--- src/rtl/proc_run_ctrl_pkg.sv ---
// rtl/proc_run_ctrl_pkg.sv - shared state encoding and defaults for the run/load sequencer
// Purpose: state enum used by proc_run_ctrl and anything decoding its state output.
// Ports: none (package).
package proc_run_ctrl_pkg;

  typedef enum logic [2:0] {
    ST_IDLE      = 3'd0,
    ST_LOAD      = 3'd1,
    ST_RUN       = 3'd2,
    ST_DRAIN     = 3'd3,
    ST_HALTED    = 3'd4,
    ST_STEP      = 3'd5,
    ST_STEP_WAIT = 3'd6
  } run_state_e;

  // Cycles Run stays low so the longest instruction (T0..T5) settles back in T0.
  localparam int QUIESCE_DEFAULT = 5;
  localparam int ADDR_W_DEFAULT  = 16;

endpackage

--- src/rtl/proc_run_ctrl.sv ---
// rtl/proc_run_ctrl.sv - run/load sequencer owning processor Run, reset and the memory port
// Purpose: loads a program image while the processor is in reset, then runs, halts
//          (command or watchpoint) and single-steps it.
// Ports:
//   Clock, Resetn                 clock and synchronous active-low reset
//   ld_start/ld_count             begin a load of ld_count words at address 0
//   ld_valid/ld_data/ld_ready     program word stream, transfer on valid & ready
//   go/halt/mode_step/step        execution control pulses
//   brk_en/brk_addr               address watchpoint
//   proc_addr/proc_dout/proc_w    processor memory request
//   proc_run/proc_resetn          processor control lines
//   mem_addr/mem_data/mem_wren    memory port
//   brk_hit, state                status
module proc_run_ctrl
  import proc_run_ctrl_pkg::*;
#(
  parameter int ADDR_W  = ADDR_W_DEFAULT,
  parameter int QUIESCE = QUIESCE_DEFAULT
) (
  input  logic        Clock,
  input  logic        Resetn,
  input  logic        ld_start,
  input  logic [15:0] ld_count,
  input  logic        ld_valid,
  input  logic [15:0] ld_data,
  output logic        ld_ready,
  input  logic        go,
  input  logic        halt,
  input  logic        mode_step,
  input  logic        step,
  input  logic        brk_en,
  input  logic [15:0] brk_addr,
  input  logic [15:0] proc_addr,
  input  logic [15:0] proc_dout,
  input  logic        proc_w,
  output logic        proc_run,
  output logic        proc_resetn,
  output logic [15:0] mem_addr,
  output logic [15:0] mem_data,
  output logic        mem_wren,
  output logic        brk_hit,
  output logic [2:0]  state
);

  localparam int QW = $clog2(QUIESCE + 1);

  run_state_e        state_q, state_d;
  logic [ADDR_W-1:0] wcnt_q, wcnt_d;
  logic [15:0]       remain_q, remain_d;
  logic [QW-1:0]     qcnt_q, qcnt_d;
  logic              match_q, match_d;
  logic              brk_hit_q, brk_hit_d;
  logic              hit;

  always_ff @(posedge Clock) begin
    if (!Resetn) begin
      state_q   <= ST_IDLE;
      wcnt_q    <= '0;
      remain_q  <= '0;
      qcnt_q    <= '0;
      match_q   <= 1'b0;
      brk_hit_q <= 1'b0;
    end else begin
      state_q   <= state_d;
      wcnt_q    <= wcnt_d;
      remain_q  <= remain_d;
      qcnt_q    <= qcnt_d;
      match_q   <= match_d;
      brk_hit_q <= brk_hit_d;
    end
  end

  // Only the rising edge of a match stops the processor, so resuming while
  // ADDR still sits on the watch address does not immediately re-trigger.
  assign match_d = brk_en & (proc_addr == brk_addr);
  assign hit     = match_d & ~match_q;

  assign state   = state_q;
  assign brk_hit = brk_hit_q;

  always_comb begin
    state_d     = state_q;
    wcnt_d      = wcnt_q;
    remain_d    = remain_q;
    qcnt_d      = qcnt_q;
    brk_hit_d   = brk_hit_q;
    proc_run    = 1'b0;
    proc_resetn = 1'b1;
    ld_ready    = 1'b0;
    mem_addr    = proc_addr;
    mem_data    = proc_dout;
    mem_wren    = proc_w;

    case (state_q)
      ST_IDLE: begin
        proc_resetn = 1'b0;
        // Processor is in reset, so the port is parked rather than passed through.
        mem_addr    = '0;
        mem_data    = '0;
        mem_wren    = 1'b0;
        if (ld_start && (ld_count != 16'd0)) begin
          state_d  = ST_LOAD;
          wcnt_d   = '0;
          remain_d = ld_count;
        end else if (go) begin
          state_d = mode_step ? ST_HALTED : ST_RUN;
        end
      end

      ST_LOAD: begin
        proc_resetn = 1'b0;
        ld_ready    = 1'b1;
        mem_addr    = 16'(wcnt_q);
        mem_data    = ld_data;
        mem_wren    = ld_valid;
        if (ld_valid) begin
          wcnt_d   = wcnt_q + ADDR_W'(1);
          remain_d = remain_q - 16'd1;
          if (remain_q == 16'd1) begin
            state_d = ST_IDLE;
          end
        end
      end

      ST_RUN: begin
        proc_run = 1'b1;
        if (halt || hit) begin
          state_d = ST_DRAIN;
          qcnt_d  = QW'(QUIESCE - 1);
        end
        if (hit) begin
          brk_hit_d = 1'b1;
        end
      end

      ST_DRAIN: begin
        if (qcnt_q == '0) begin
          state_d = ST_HALTED;
        end else begin
          qcnt_d = qcnt_q - QW'(1);
        end
      end

      ST_HALTED: begin
        if (ld_start && (ld_count != 16'd0)) begin
          state_d  = ST_LOAD;
          wcnt_d   = '0;
          remain_d = ld_count;
        end else if (go) begin
          brk_hit_d = 1'b0;
          if (!mode_step) begin
            state_d = ST_RUN;
          end
        end else if (step) begin
          brk_hit_d = 1'b0;
          state_d   = ST_STEP;
        end
      end

      ST_STEP: begin
        proc_run = 1'b1;
        state_d  = ST_STEP_WAIT;
        qcnt_d   = QW'(QUIESCE - 1);
      end

      ST_STEP_WAIT: begin
        if (qcnt_q == '0) begin
          state_d = ST_HALTED;
        end else begin
          qcnt_d = qcnt_q - QW'(1);
        end
      end

      default: begin
        state_d = ST_IDLE;
      end
    endcase
  end

endmodule

--- config.mk ---
export PLATFORM = sky130hd
export DESIGN_NAME = proc_run_ctrl
export DESIGN_NICKNAME = d
export VERILOG_FILES = /design/src/rtl/proc_run_ctrl_pkg.sv /design/src/rtl/proc_run_ctrl.sv
export SDC_FILE = /design/constraint.sdc
export NUM_CORES = 1
export LEC_CHECK = 0
export BUFFER_PORTS_ARGS = -buffer_cell sky130_fd_sc_hd__buf_2
export CELL_PAD_IN_SITES_DETAIL_PLACEMENT = 0
export CELL_PAD_IN_SITES_GLOBAL_PLACEMENT = 2
export CORE_MARGIN = 1
export CORE_UTILIZATION = 26
export CTS_CLUSTER_DIAMETER = 200
export DETAILED_ROUTE_END_ITERATION = 10
export HOLD_SLACK_MARGIN = 0.03
export PLACE_DENSITY_LB_ADDON = 0.1
export SKIP_CTS_REPAIR_TIMING = 1
export SYNTH_ARGS = -nofsm -noshare
export SYNTH_HDL_FRONTEND = slang
export SYNTH_SLANG_ARGS = --single-unit
--- constraint.sdc ---
create_clock -name Clock -period 3.91 [get_ports Clock]
set_input_delay 0.1955 -clock Clock [delete_from_list [all_inputs] [get_ports Clock]]
set_output_delay 0.1955 -clock Clock [all_outputs]
set_load 0.05 [all_outputs]
# After elaboration in Yosys (flattened, before gate mapping)
# Cells that the tools add are included.
# totals
reg_bits,40
out_inout_bits,40
# classes
n_addsub,3
eq_ne,20
muxes,32
n_bitwise,3
reduce_logical,16
# ops
operator,count
case mux 16 bit (2 select lines),4
2-to-1 mux 16 bit,4
2-to-1 mux 3 bit,13
case mux 3 bit (6 select lines),1
"adder 16 x 1 -> 16 bit, second input constant",1
"== test 16 x 1 -> 1 bit, second input constant",1
== test 16 bit,1
nonzero test 16 bit,1
"subtractor 16 x 1 -> 16 bit, second input constant",1
"!= test 2 bit, second input constant",6
"== test 3 bit, second input constant",3
case mux 3 bit (3 select lines),1
"!= test 4 bit, second input constant",2
OR reduction 2 bit,4
2-to-1 mux 1 bit,7
AND reduction 7 bit,1
"== test 3 x 2 -> 1 bit, second input constant",2
zero test 3 bit,2
"!= test 3 bit, second input constant",2
AND reduction 3 bit,2
"!= test 2 x 1 -> 1 bit, second input constant",2
case mux 1 bit (2 select lines),2
AND reduction 4 bit,1
nonzero test 2 bit,2
7 further kinds,8

# Logic depth before layout (Yosys ltp)
# logic_depth
ltp_word,6
ltp_mapped,7
ltp_nobuf,7

# Worst setup path before layout
# Ideal clock, no wire load.
# synth_path
path_type,register -> output
startpoint,"register state_q[2], in the netlist state[2]"
endpoint,output port mem_addr[1]
arrival_time_ns,2.661
required_ns,3.714
slack_ns,1.054
stages_incl_launch_ff,7
cell_sequence,dfxtp_1 clkbuf_1 or2_2 clkbuf_1 clkbuf_1 nand2_1 o21ai_0
# synth_via
elab_chain_len,2
word_cells_on_any_way,3
cone_classes,eq/ne (1); mux (1); reduce/logical (1)
# synth_lines
element,line_no,source
from (decl),proc_run_ctrl.sv:47,"run_state_e state_q, state_d;"
from (signal assigned),proc_run_ctrl.sv:64,state_q <= state_d;
== test 3 x 1 -> 1 bit or zero test 3 bit (tied branches),proc_run_ctrl.sv:94,case (state_q)
case mux 16 bit (2 select lines) (*),proc_run_ctrl.sv:94,
to (decl),proc_run_ctrl.sv:38,"output logic [15:0] mem_addr,"
# Every way passes the cells marked *; elsewhere a longest branch is shown, timed or not.

# Worst setup path after layout
# layout_path
startpoint,"register state_q[1], in the netlist state[1]"
endpoint,register wcnt_q[13]
# layout_via
elab_chain_len,4
word_cells_on_any_way,9
cone_classes,eq/ne (4); mux (1); reduce/logical (4)
# layout_lines
element,line_no,source
== test 3 bit or zero test 3 bit (tied branches),proc_run_ctrl.sv:94,
OR reduction 2 bit (no source line),--,
!= test 2 x 1 -> 1 bit (no source line) or nonzero test 2 bit (tied branches),--,
AND reduction 3 bit (no source line),--,
to (signal assigned),proc_run_ctrl.sv:65,wcnt_q <= wcnt_d;
to (decl),proc_run_ctrl.sv:48,"logic [ADDR_W-1:0] wcnt_q, wcnt_d;"
# Parallel ways exist; a longest one is shown, timed or not.
# A chain may end at the register's enable or synchronous reset.

==> flow_metrics.env <==
export IMPL_ys_async_sr_fraction_pct=0
export IMPL_die_height_um=108.3
export IMPL_overflow=0
export IMPL_viasPerCell=4.970
export IMPL_synth_edf_count=0
export IMPL_switching_share_pct=55.09
export IMPL_core_area_mm2=0.01094
export IMPL_maxCapViolCount=0
export IMPL_worst_slack_ns=1.233
export IMPL_critPathKind="reg2reg"
export IMPL_clock_skew_ns=0.005964
export IMPL_drtPass1Iterations=4
export IMPL_gp_congestion=0.7569
export IMPL_place_area_mm2=0.003695
export IMPL_leakagePower_uw=0.001666
export IMPL_cp_max_fo=13
export IMPL_hold_violations=0
export IMPL_critPathCaptureType="flop"
export IMPL_finalCritPeriodShare_pct=68.46
export IMPL_use_met2_pct=34.71
export IMPL_cts_buffers=5
export IMPL_post_place_ws_ns=1.263
export IMPL_grt_pass1_wl_um=16820
export IMPL_power_frac_seq_pct=18.3
export IMPL_num_antenna_cells=0
export IMPL_wl_per_cell_um=15.50
export IMPL_drtIter0Drc=134
export IMPL_cts_root_buf="clkbuf_16"
export IMPL_status="finished, final reports clean"
export IMPL_drt_wl_total_um=10680
export IMPL_vias=3424
export IMPL_met3_usage_pct=3.195
export IMPL_crit_required_ns=4.13
export IMPL_netlist_area_mm2=0.002935
export IMPL_grt_max_degree=68
export IMPL_dp_final_hpwl_um=8339
export IMPL_maxSlewHeadroom_pct=31.76
export IMPL_die_x_um=108.3
export IMPL_combPwrFrac_pct=62.6
export IMPL_worst_pin_slew_ns=1.024
export IMPL_drv_slew=0
export IMPL_grt_pass1_vias=3277
export IMPL_fin_area_mm2=0.003910
export IMPL_fill_cells=1228
export IMPL_grt_use_total_pct=18.56
export IMPL_die_area_mm2=0.01172
export IMPL_clock_latency_ns=0.29
export IMPL_io_pins=130
export IMPL_ant_nets=0
export IMPL_power_density_mw_per_mm2=814.3
export IMPL_rows=38
export IMPL_initial_core_util_pct=26.84
export IMPL_fin_hold_ws_ns=0.1723
export IMPL_yosysTopAreaCell="dfxtp_1"
export IMPL_cts_htree_levels=2
export IMPL_clkTransAtPathRegs_ns=0.07
export IMPL_fin_nets=643
export IMPL_layout_cells_non_filler=689
export IMPL_ys_flop_type="dfxtp_1"
export IMPL_synth_fp_nets=527
export IMPL_synth_seq_cells=40
export IMPL_ys_warn_count=0
export IMPL_fin_crit_ns=2.677
export IMPL_intPower_uw=1430
export IMPL_switchingPower_uw=1754
export IMPL_syn_to_final_growth_pct=33.21
export IMPL_syn_avg_cell_area_um2=6.795
export IMPL_power_frac_clock_pct=19.1
export IMPL_cts_sinks=40
export IMPL_synth_area_top_cells="dfxtp_1, nand2_1, o21ai_0"
export IMPL_rsz0062_at_grt="false"
export IMPL_grt_most_used_layer="met2"
export IMPL_place_port_buffers=129
export IMPL_fmax_ghz=0.3736
export IMPL_peakVddDrop_mv=0.4639
export IMPL_drive_gt1_share_pct=27.32
export IMPL_critPathLaunchType="flop"
export IMPL_setup_violations=0
export IMPL_synth_cell_type_count=50
export IMPL_dp_cells=681
export IMPL_finalSetupTns_ns=0
export IMPL_drc=0
export IMPL_antenna_found_initial=0
export IMPL_cts_tree="built"
export IMPL_clk_path_buf_depth=2
export IMPL_holdCritPathClass="in2reg"
export IMPL_synthCells=432
export IMPL_synth_top_cell_area_share_pct=27.28
export IMPL_worst_endpoint_arrival_ns=2.90
export IMPL_yosysSeqAreaShare_pct=27.28
export IMPL_grt_use_met1_pct=22.14
==> final timing paths <==
path,to,cells after the start,startpoint,slack [ns]
setup / recovery,wcnt_q[13]$_SDFFE_PN0P_,5,state[1]$_SDFFE_PN0P_,1.23
hold / removal,remain_q[3]$_SDFFE_PN0P_,3,ld_count[3],0.17
setup reg to reg,wcnt_q[13]$_SDFFE_PN0P_,5,state[1]$_SDFFE_PN0P_,1.23
hold reg to reg,qcnt_q[0]$_SDFFE_PN0P_,2,qcnt_q[0]$_SDFFE_PN0P_,0.46
==> final cells by class <==
type / instances / area (µm²) / area share (%)
Clock inverter: 3 / 90.09 / 2.304
Inverter: 14 / 52.55 / 1.344
Tap cell: 140 / 175.2 / 4.480
Timing Repair Buffer: 133 / 675.6 / 17.28
Multi-Input combinational cell: 354 / 1991 / 50.91
Sequential cell: 40 / 800.8 / 20.48
Clock buffer: 5 / 125.1 / 3.200
==> worst max-delay path: stages, from the launching register on <==
cell	delay, ns
dfxtp_1	0.42
or2_2	0.47
o21ai_1	0.72
nand4_1	0.41
or3_1	0.45
a21oi_1	0.14
==> cells by family after synthesis <==
logic type | Yosys count | synth area share (%)
mux | 4 | 1.364
flops | 40 | 27.28
fa+ha+maj | 6 | 2.472
buf+inv | 38 | 4.902
simple gates | 211 | 33.42
compound gates | 108 | 23.10
xor+xnor | 25 | 7.460
==> flip-flops by register name, indices dropped and copies added (netlist names) <==
register and cells:
remain_q 16, wcnt_q 16, qcnt_q 3, state 3, brk_hit 1, match_q 1
==> cells in the mapped netlist (7+ instances only) <==
cell      instances
xor2_1           17
clkbuf_1         22
or4_1             9
nand2_1         103
a21oi_1          21
nor2_1           37
inv_1            13
dfxtp_1          40
o21ai_0          49
nand4_1           7
nor3_1           16
xnor2_1           8
o31ai_1           9
nor4_1            9
==> placed cells by master (no fill, tap or decap), types with 5 or more instances in the layout <==
cell and instances:
xnor2_1 8, inv_1 13, a21oi_1 21, nand4_1 7
buf_2 129, xor2_1 17, nor3_1 16, or3_1 5
nor4_1 9, o21ai_0 49, dfxtp_1 40, nor2_1 37
ha_1 5, clkbuf_16 5, nand3_1 5, nand2_1 103
a31oi_1 5, or4_1 9, o31ai_1 9
==> routing by layer <==
layer | vias to the layer above | routed length (µm)
li1 | 1760 | -
met1 | 1564 | 4730
met2 | 94 | 5432
met3 | 6 | 444
met4 | 0 | 70
met5 | - | 0
==> power groups by stage <==
stage	combinational, µW	clock, µW	sequential, µW
6_report	1990	608	584
5_1_grt	2170	644	600
3_3_place_gp	2020	0	592
4_1_cts	2010	624	584
3_5_place_dp	2010	0	593
2_1_floorplan	1510	0	598
==> stage by stage <==
step	power (µW)	util, %
detailed placement	2604	33.79
CTS	3223	35.76
floorplan	2106	-
global route	3417	35.76
global placement	2607	33.79
finish	3184	35.76
(Power assumes the default switching activity.)
